$ cat config.mk
export PLATFORM = sky130hd
export DESIGN_NAME = clk_period_meter
export DESIGN_NICKNAME = d
export VERILOG_FILES = /design/src/rtl/clk_meter_pkg.sv /design/src/rtl/sync_edge_det.sv /design/src/rtl/clk_period_meter.sv
export SDC_FILE = /design/constraint.sdc
export NUM_CORES = 1
export LEC_CHECK = 0
export CAP_MARGIN = 20
export CORE_ASPECT_RATIO = 1.2
export CORE_UTILIZATION = 56
export CTS_CLUSTER_DIAMETER = 60
export CTS_CLUSTER_SIZE = 30
export DETAILED_ROUTE_END_ITERATION = 7
export PLACE_DENSITY = 0.9
export REMOVE_ABC_BUFFERS = 1
export SYNTH_ARGS = -nofsm -noshare
export SYNTH_HDL_FRONTEND = slang
export SYNTH_SLANG_ARGS = --single-unit
$ cat constraint.sdc
create_clock -name i_clk -period 3.6 [get_ports i_clk]
set_clock_uncertainty 0.15 [all_clocks]
set_input_delay 0.9 -clock i_clk [delete_from_list [all_inputs] [get_ports i_clk]]
set_output_delay 0.9 -clock i_clk [all_outputs]
set_load 0.05 [all_outputs]
$ cat src/rtl/clk_meter_pkg.sv
// Shared types and default constants for the clock period meter.
package clk_meter_pkg;

  // Measurement state machine encoding
  typedef enum logic [1:0] {
    IDLE    = 2'd0,
    ACQUIRE = 2'd1,
    MEASURE = 2'd2,
    LOST    = 2'd3
  } meter_state_t;

  // Defaults match a divider with scaler=100: period 2*(100+1) i_clk cycles
  localparam int DEF_CNT_W       = 32;
  localparam int DEF_SYNC_STAGES = 2;
  localparam int DEF_EXP_PERIOD  = 202;
  localparam int DEF_TOL         = 2;
  localparam int DEF_LOCK_COUNT  = 2;
  localparam int DEF_TIMEOUT     = 1024;

endpackage

$ cat src/rtl/sync_edge_det.sv
// Brings an asynchronous clock-like input into the i_clk domain and produces
// registered one-cycle rise/fall pulses. Pulses lag the pin by SYNC_STAGES+1.
module sync_edge_det #(
  parameter int SYNC_STAGES = 2
) (
  input  logic i_clk,
  input  logic nreset_i,
  input  logic i_async,
  output logic o_rise,
  output logic o_fall
);

  logic [SYNC_STAGES-1:0] r_sync;
  logic                   r_prev;
  logic                   w_sync;

  assign w_sync = r_sync[SYNC_STAGES-1];

  // Metastability chain: i_async enters at bit 0 and shifts toward the MSB
  always_ff @(posedge i_clk or negedge nreset_i) begin
    if (!nreset_i) begin
      r_sync <= '0;
    end else begin
      r_sync <= {r_sync[SYNC_STAGES-2:0], i_async};
    end
  end

  // Edge detect on the synchronized level, pulses registered for clean timing
  always_ff @(posedge i_clk or negedge nreset_i) begin
    if (!nreset_i) begin
      r_prev <= 1'b0;
      o_rise <= 1'b0;
      o_fall <= 1'b0;
    end else begin
      r_prev <= w_sync;
      o_rise <= w_sync & ~r_prev;
      o_fall <= ~w_sync & r_prev;
    end
  end

endmodule

$ cat src/rtl/clk_period_meter.sv
// Measures period and high time of a slow asynchronous clock in i_clk cycles,
// reports lock against an expected period and flags loss of the clock.
module clk_period_meter
  import clk_meter_pkg::*;
#(
  parameter int CNT_W       = DEF_CNT_W,
  parameter int SYNC_STAGES = DEF_SYNC_STAGES,
  parameter int EXP_PERIOD  = DEF_EXP_PERIOD,
  parameter int TOL         = DEF_TOL,
  parameter int LOCK_COUNT  = DEF_LOCK_COUNT,
  parameter int TIMEOUT     = DEF_TIMEOUT
) (
  input  logic             i_clk,
  input  logic             nreset_i,
  input  logic             i_meas_clk,
  input  logic             i_enable,
  output logic [CNT_W-1:0] o_period,
  output logic [CNT_W-1:0] o_high_time,
  output logic             o_valid,
  output logic             o_locked,
  output logic             o_lost
);

  localparam int CW1 = CNT_W + 1;
  localparam int LW  = $clog2(LOCK_COUNT + 1);
  // Tolerance window evaluated one bit wider so EXP_PERIOD+TOL cannot wrap;
  // the low bound clamps at zero when TOL exceeds EXP_PERIOD
  localparam logic [CW1-1:0]   TOL_LO   = (TOL > EXP_PERIOD) ? '0 : CW1'(EXP_PERIOD - TOL);
  localparam logic [CW1-1:0]   TOL_HI   = CW1'(EXP_PERIOD + TOL);
  localparam logic [CNT_W-1:0] TO_LAST  = CNT_W'(TIMEOUT - 1);
  localparam logic [LW-1:0]    LOCK_MAX = LW'(LOCK_COUNT);

  meter_state_t     r_state;
  logic [CNT_W-1:0] r_cnt;
  logic [CNT_W-1:0] r_high;
  logic [LW-1:0]    r_lock_cnt;

  logic             w_rise;
  logic             w_fall;
  logic [CNT_W-1:0] w_cnt_inc;
  logic             w_in_tol;
  logic             w_timeout;
  logic [LW-1:0]    w_lock_inc;

  sync_edge_det #(
    .SYNC_STAGES (SYNC_STAGES)
  ) u_sync_edge_det (
    .i_clk    (i_clk),
    .nreset_i (nreset_i),
    .i_async  (i_meas_clk),
    .o_rise   (w_rise),
    .o_fall   (w_fall)
  );

  // Saturating count+1 doubles as the captured distance on an edge cycle
  always_comb begin
    w_cnt_inc  = (r_cnt == '1) ? r_cnt : r_cnt + 1'b1;
    w_in_tol   = ({1'b0, w_cnt_inc} >= TOL_LO) && ({1'b0, w_cnt_inc} <= TOL_HI);
    w_timeout  = (r_cnt == TO_LAST);
    w_lock_inc = (r_lock_cnt == LOCK_MAX) ? LOCK_MAX : r_lock_cnt + 1'b1;
  end

  // Measurement FSM with all outputs registered; a rise always beats a timeout
  always_ff @(posedge i_clk or negedge nreset_i) begin
    if (!nreset_i) begin
      r_state     <= IDLE;
      r_cnt       <= '0;
      r_high      <= '0;
      r_lock_cnt  <= '0;
      o_period    <= '0;
      o_high_time <= '0;
      o_valid     <= 1'b0;
      o_locked    <= 1'b0;
      o_lost      <= 1'b0;
    end else begin
      o_valid <= 1'b0;
      if (!i_enable) begin
        // Disabled: drop any partial measurement, keep last published results
        r_state    <= IDLE;
        r_cnt      <= '0;
        r_high     <= '0;
        r_lock_cnt <= '0;
        o_locked   <= 1'b0;
        o_lost     <= 1'b0;
      end else begin
        case (r_state)
          IDLE: begin
            r_state <= ACQUIRE;
            r_cnt   <= '0;
          end
          ACQUIRE: begin
            if (w_rise) begin
              r_state <= MEASURE;
              r_cnt   <= '0;
              r_high  <= '0;
            end else if (w_timeout) begin
              r_state    <= LOST;
              r_cnt      <= w_cnt_inc;
              r_lock_cnt <= '0;
              o_locked   <= 1'b0;
              o_lost     <= 1'b1;
            end else begin
              r_cnt <= w_cnt_inc;
            end
          end
          MEASURE: begin
            if (w_rise) begin
              r_cnt       <= '0;
              o_period    <= w_cnt_inc;
              o_high_time <= r_high;
              o_valid     <= 1'b1;
              if (w_in_tol) begin
                r_lock_cnt <= w_lock_inc;
                if (w_lock_inc == LOCK_MAX) o_locked <= 1'b1;
              end else begin
                r_lock_cnt <= '0;
                o_locked   <= 1'b0;
              end
            end else if (w_timeout) begin
              r_state    <= LOST;
              r_cnt      <= w_cnt_inc;
              r_lock_cnt <= '0;
              o_locked   <= 1'b0;
              o_lost     <= 1'b1;
            end else begin
              r_cnt <= w_cnt_inc;
              if (w_fall) r_high <= w_cnt_inc;
            end
          end
          LOST: begin
            // The rise that ends LOST is also the acquisition rise, so the
            // first new o_valid arrives on the following rise
            if (w_rise) begin
              r_state <= MEASURE;
              r_cnt   <= '0;
              r_high  <= '0;
              o_lost  <= 1'b0;
            end else begin
              r_cnt <= w_cnt_inc;
            end
          end
          default: r_state <= IDLE;
        endcase
      end
    end
  end

endmodule

==> results.toml <==
[outcome]
outcome = "complete, no violations"

[floorplanning]
start_util_pct = 57.6
top_level_ports = 71
core_region_area_sq_mm = 0.0110
die_w_microns = 99.3
row_count = 42
die_area_sq_mm = 0.0118
die_h_microns = 119

[setup_path]
cp.required_ns = 3.78
cp.arrival_ns = 3.56
crit_type = "reg -> reg"
crit_chain = "ha_1, nand4_1, or4_4, nor3_4, buf_4, nor3_1, xnor2_1, nor4_2, nand4_1, a22oi_1"
crit_fanout = 7
cp_slowest_stage_delay_ns = 0.55
slowest_stage = "or4_4"
startpoint_type = "register"
crit_path_end_kind = "register"
cpMostUsedCell = "nand4_1"

[detailed_routing]
drtIter0Drc = 278
first_pass_iters = 5
viasPerCell = 6.05
wl_per_cell_microns = 19.4
vias = 5246
drc_errors = 0
routed_wl_microns = 16800
ant_nets = 0

[clocking]
insertion_delay_ns = 0.42
clockBufferDepth = 2
h-tree-depth = 4
root_buffer = "clkbuf_16"
cts_inserted_buffers = 17
cts.repair.resized = 0
cts_sinks = 140
cts_tree = "yes"
clk_pin_slew_ns = 0.06

[timing]
fin_crit_ns = 3.38
max_freq_mhz = 296
final_hold_viol_count = 0
fin_crit_sh_pct = 93.8
relSlewSlack_pct = 41.8
finalSetupViolCount = 0
drv_slew = 0
fin_tns_setup_ns = 0
rsz0062_at_grt = "false"
worst_slew_pin_slew_ns = 0.873

[min_path]
worst_hold_path_type = "reg -> reg"

[final_layout]
layout.nets = 733
syn2layout_area_growth_pct = 23.4
drive_above_1_share_pct = 9.80
nFillCells = 818
antenna_cells = 0
multi_input_area_sq_mm = 0.00265
final_area_sq_mm = 0.00785
regArea_sq_mm = 0.00350

[pwr]
p_per_area_mw_per_mm2 = 467
ir_drop_v = 0.000364
power_leakage_nw = 3.47

[logic_synthesis]
ys_seq_area_share_pct = 55.1
synth_cell_types = 56
synth.avg_cell_area_sq_um = 9.72
syn_inst = 654
synth_ff_type = "dfrtp_1"
synth-edff-count = 0
synth-async-reset-ratio_pct = 100
ys_ff_latch = 140
syn_area_sq_mm = 0.00636
yosysWarnings = 0

[grt]
grt_start_max_net_pins = 95
grt_antenna_before_repair = 0
grtUsageTotal_pct = 30.0
grt_pass1_wl_microns = 27100
overflow = 0
grt_pass1_vias = 5329

[placement]
placed_cell_area_sq_mm = 0.00719
place_congestion = 0.910
io_buffers = 70
dp_hpwl_microns = 11300

[run]
maxCapViolCount = 0
==> flip-flops by register name (all words and copies together) (netlist names), 2 cells and up <==
| name | count |
|---|---|
| o_period | 32 |
| o_high_time | 32 |
| r_lock_cnt | 2 |
| r_state | 2 |
| r_high | 32 |
| u_sync_edge_det.r_sync | 2 |
| r_cnt | 32 |
==> power breakdown <==
group | switching, mW | internal, mW
sequential | 0.0111 | 1.58
clock | 0.698 | 1.23
combinational | 0.101 | 0.0326
==> layout by cell type (no fill, tap or decap), types with 3 or more instances in the layout <==
cell / instances
nor2_1: 58
o21a_1: 4
o22ai_1: 3
buf_4: 15
dfrtp_1: 140
or2_2: 5
and2_1: 10
nand2_1: 153
nor4_2: 5
xnor2_1: 9
nor3_1: 10
and3_1: 9
inv_1: 10
nor4_1: 6
clkbuf_16: 17
o211ai_1: 5
mux2i_1: 4
clkinv_2: 3
inv_6: 3
o2bb2ai_1: 32
xor2_1: 6
o21ai_0: 39
or4_1: 9
nand4_1: 22
a21oi_1: 4
o31ai_1: 7
clkdlybuf4s50_1: 69
bufinv_16: 5
ha_1: 7
and4_1: 4
or3_1: 3
nand3_1: 18
==> cells in the mapped netlist (5+ instances only) <==
| master | n | area share (%) |
|---|---|---|
| o31ai_1 | 7 | 0.83 |
| dfrtp_1 | 140 | 55 |
| ha_1 | 7 | 1.4 |
| clkbuf_1 | 23 | 1.4 |
| nor4_2 | 5 | 0.98 |
| or4_1 | 9 | 1.1 |
| nand4_1 | 22 | 2.2 |
| o21ai_0 | 39 | 3.1 |
| and3_1 | 9 | 0.89 |
| and2_1 | 10 | 0.98 |
| buf_2 | 9 | 0.71 |
| nand3_1 | 19 | 1.5 |
| xnor2_1 | 9 | 1.2 |
| o2bb2ai_1 | 32 | 4.4 |
| o211ai_1 | 5 | 0.59 |
| nor3_1 | 10 | 0.79 |
| nor4_1 | 6 | 0.59 |
| xor2_1 | 6 | 0.83 |
| nor2_1 | 59 | 3.5 |
| inv_1 | 10 | 0.59 |
| nand2_1 | 153 | 9.0 |
| or2_2 | 5 | 0.49 |
==> worst paths after layout <==
kind / startpoint / end / slack [ns] / depth (start not counted)
min in group asynchronous: nreset_i / o_period[30] / 0.35 / 1
worst min-delay path: u_sync_edge_det.r_sync[0] / u_sync_edge_det.r_sync[1] / 0.21 / 0
worst min register to register: u_sync_edge_det.r_sync[0] / u_sync_edge_det.r_sync[1] / 0.21 / 0
max in group asynchronous: nreset_i / r_cnt[6] / 2.21 / 2
worst max register to register: r_cnt[0] / o_locked / 0.22 / 10
worst max-delay path: r_cnt[0] / o_locked / 0.22 / 10
==> logic make-up after synthesis <==
logic type / after synthesis / synth area share [%]
compound gates: 106 / 11.5
xor+xnor: 15 / 2.07
fa+ha+maj: 7 / 1.38
buf+inv: 49 / 3.43
flops: 140 / 55.1
mux: 5 / 0.846
simple gates: 332 / 25.7
==> through the flow <==
step	power [mW]	utilization, %	hold WS (ns)	cells	setup WS, ns
4_1_cts	3.68	71.0	0.212	865	0.226
2_1_floorplan	1.68	-	0.181	616	-0.872
5_1_grt	3.77	71.1	0.233	867	0.0466
3_3_place_gp	1.75	65.1	0.184	833	0.352
6_report	3.66	71.1	0.210	867	0.223
3_5_place_dp	1.76	65.1	0.194	833	0.272
==> per-layer routing <==
layer / vias up / routed length, microns / GRT usage (%)
li1: 2421 / - / -
met1: 2622 / 6950 / 37.4
met2: 168 / 8680 / 50.6
met3: 35 / 722 / 5.68
met4: 0 / 473 / 13.4
met5: - / 0 / 0
==> area by class of cell <==
class                           count  area share, %
Clock buffer                       18           5.47
Clock inverter                     14           2.76
Inverter                           11          0.526
Multi-Input combinational cell    465           33.8
Sequential cell                   140           44.7
Tap cell                          132           2.11
Timing Repair Buffer               87           10.7
==> what timing repair did <==
item | in CTS | in global routing
hold buffers | 0 | 0
buffers inserted | 0 | 2
endpoints found under the setup margin | 0 | 1
==> critical path, delay by kind of cell (launching register included) <==
family	cells	cell delay, ns
flip-flops	1	0.46
XOR/XNOR	1	0.21
buffers and inverters	1	0.23
adder cells (fa/ha/maj)	1	0.31
AO/OA/AOI/OAI	1	0.24
AND/OR/NAND/NOR	6	1.70
(Power assumes the default switching activity.)
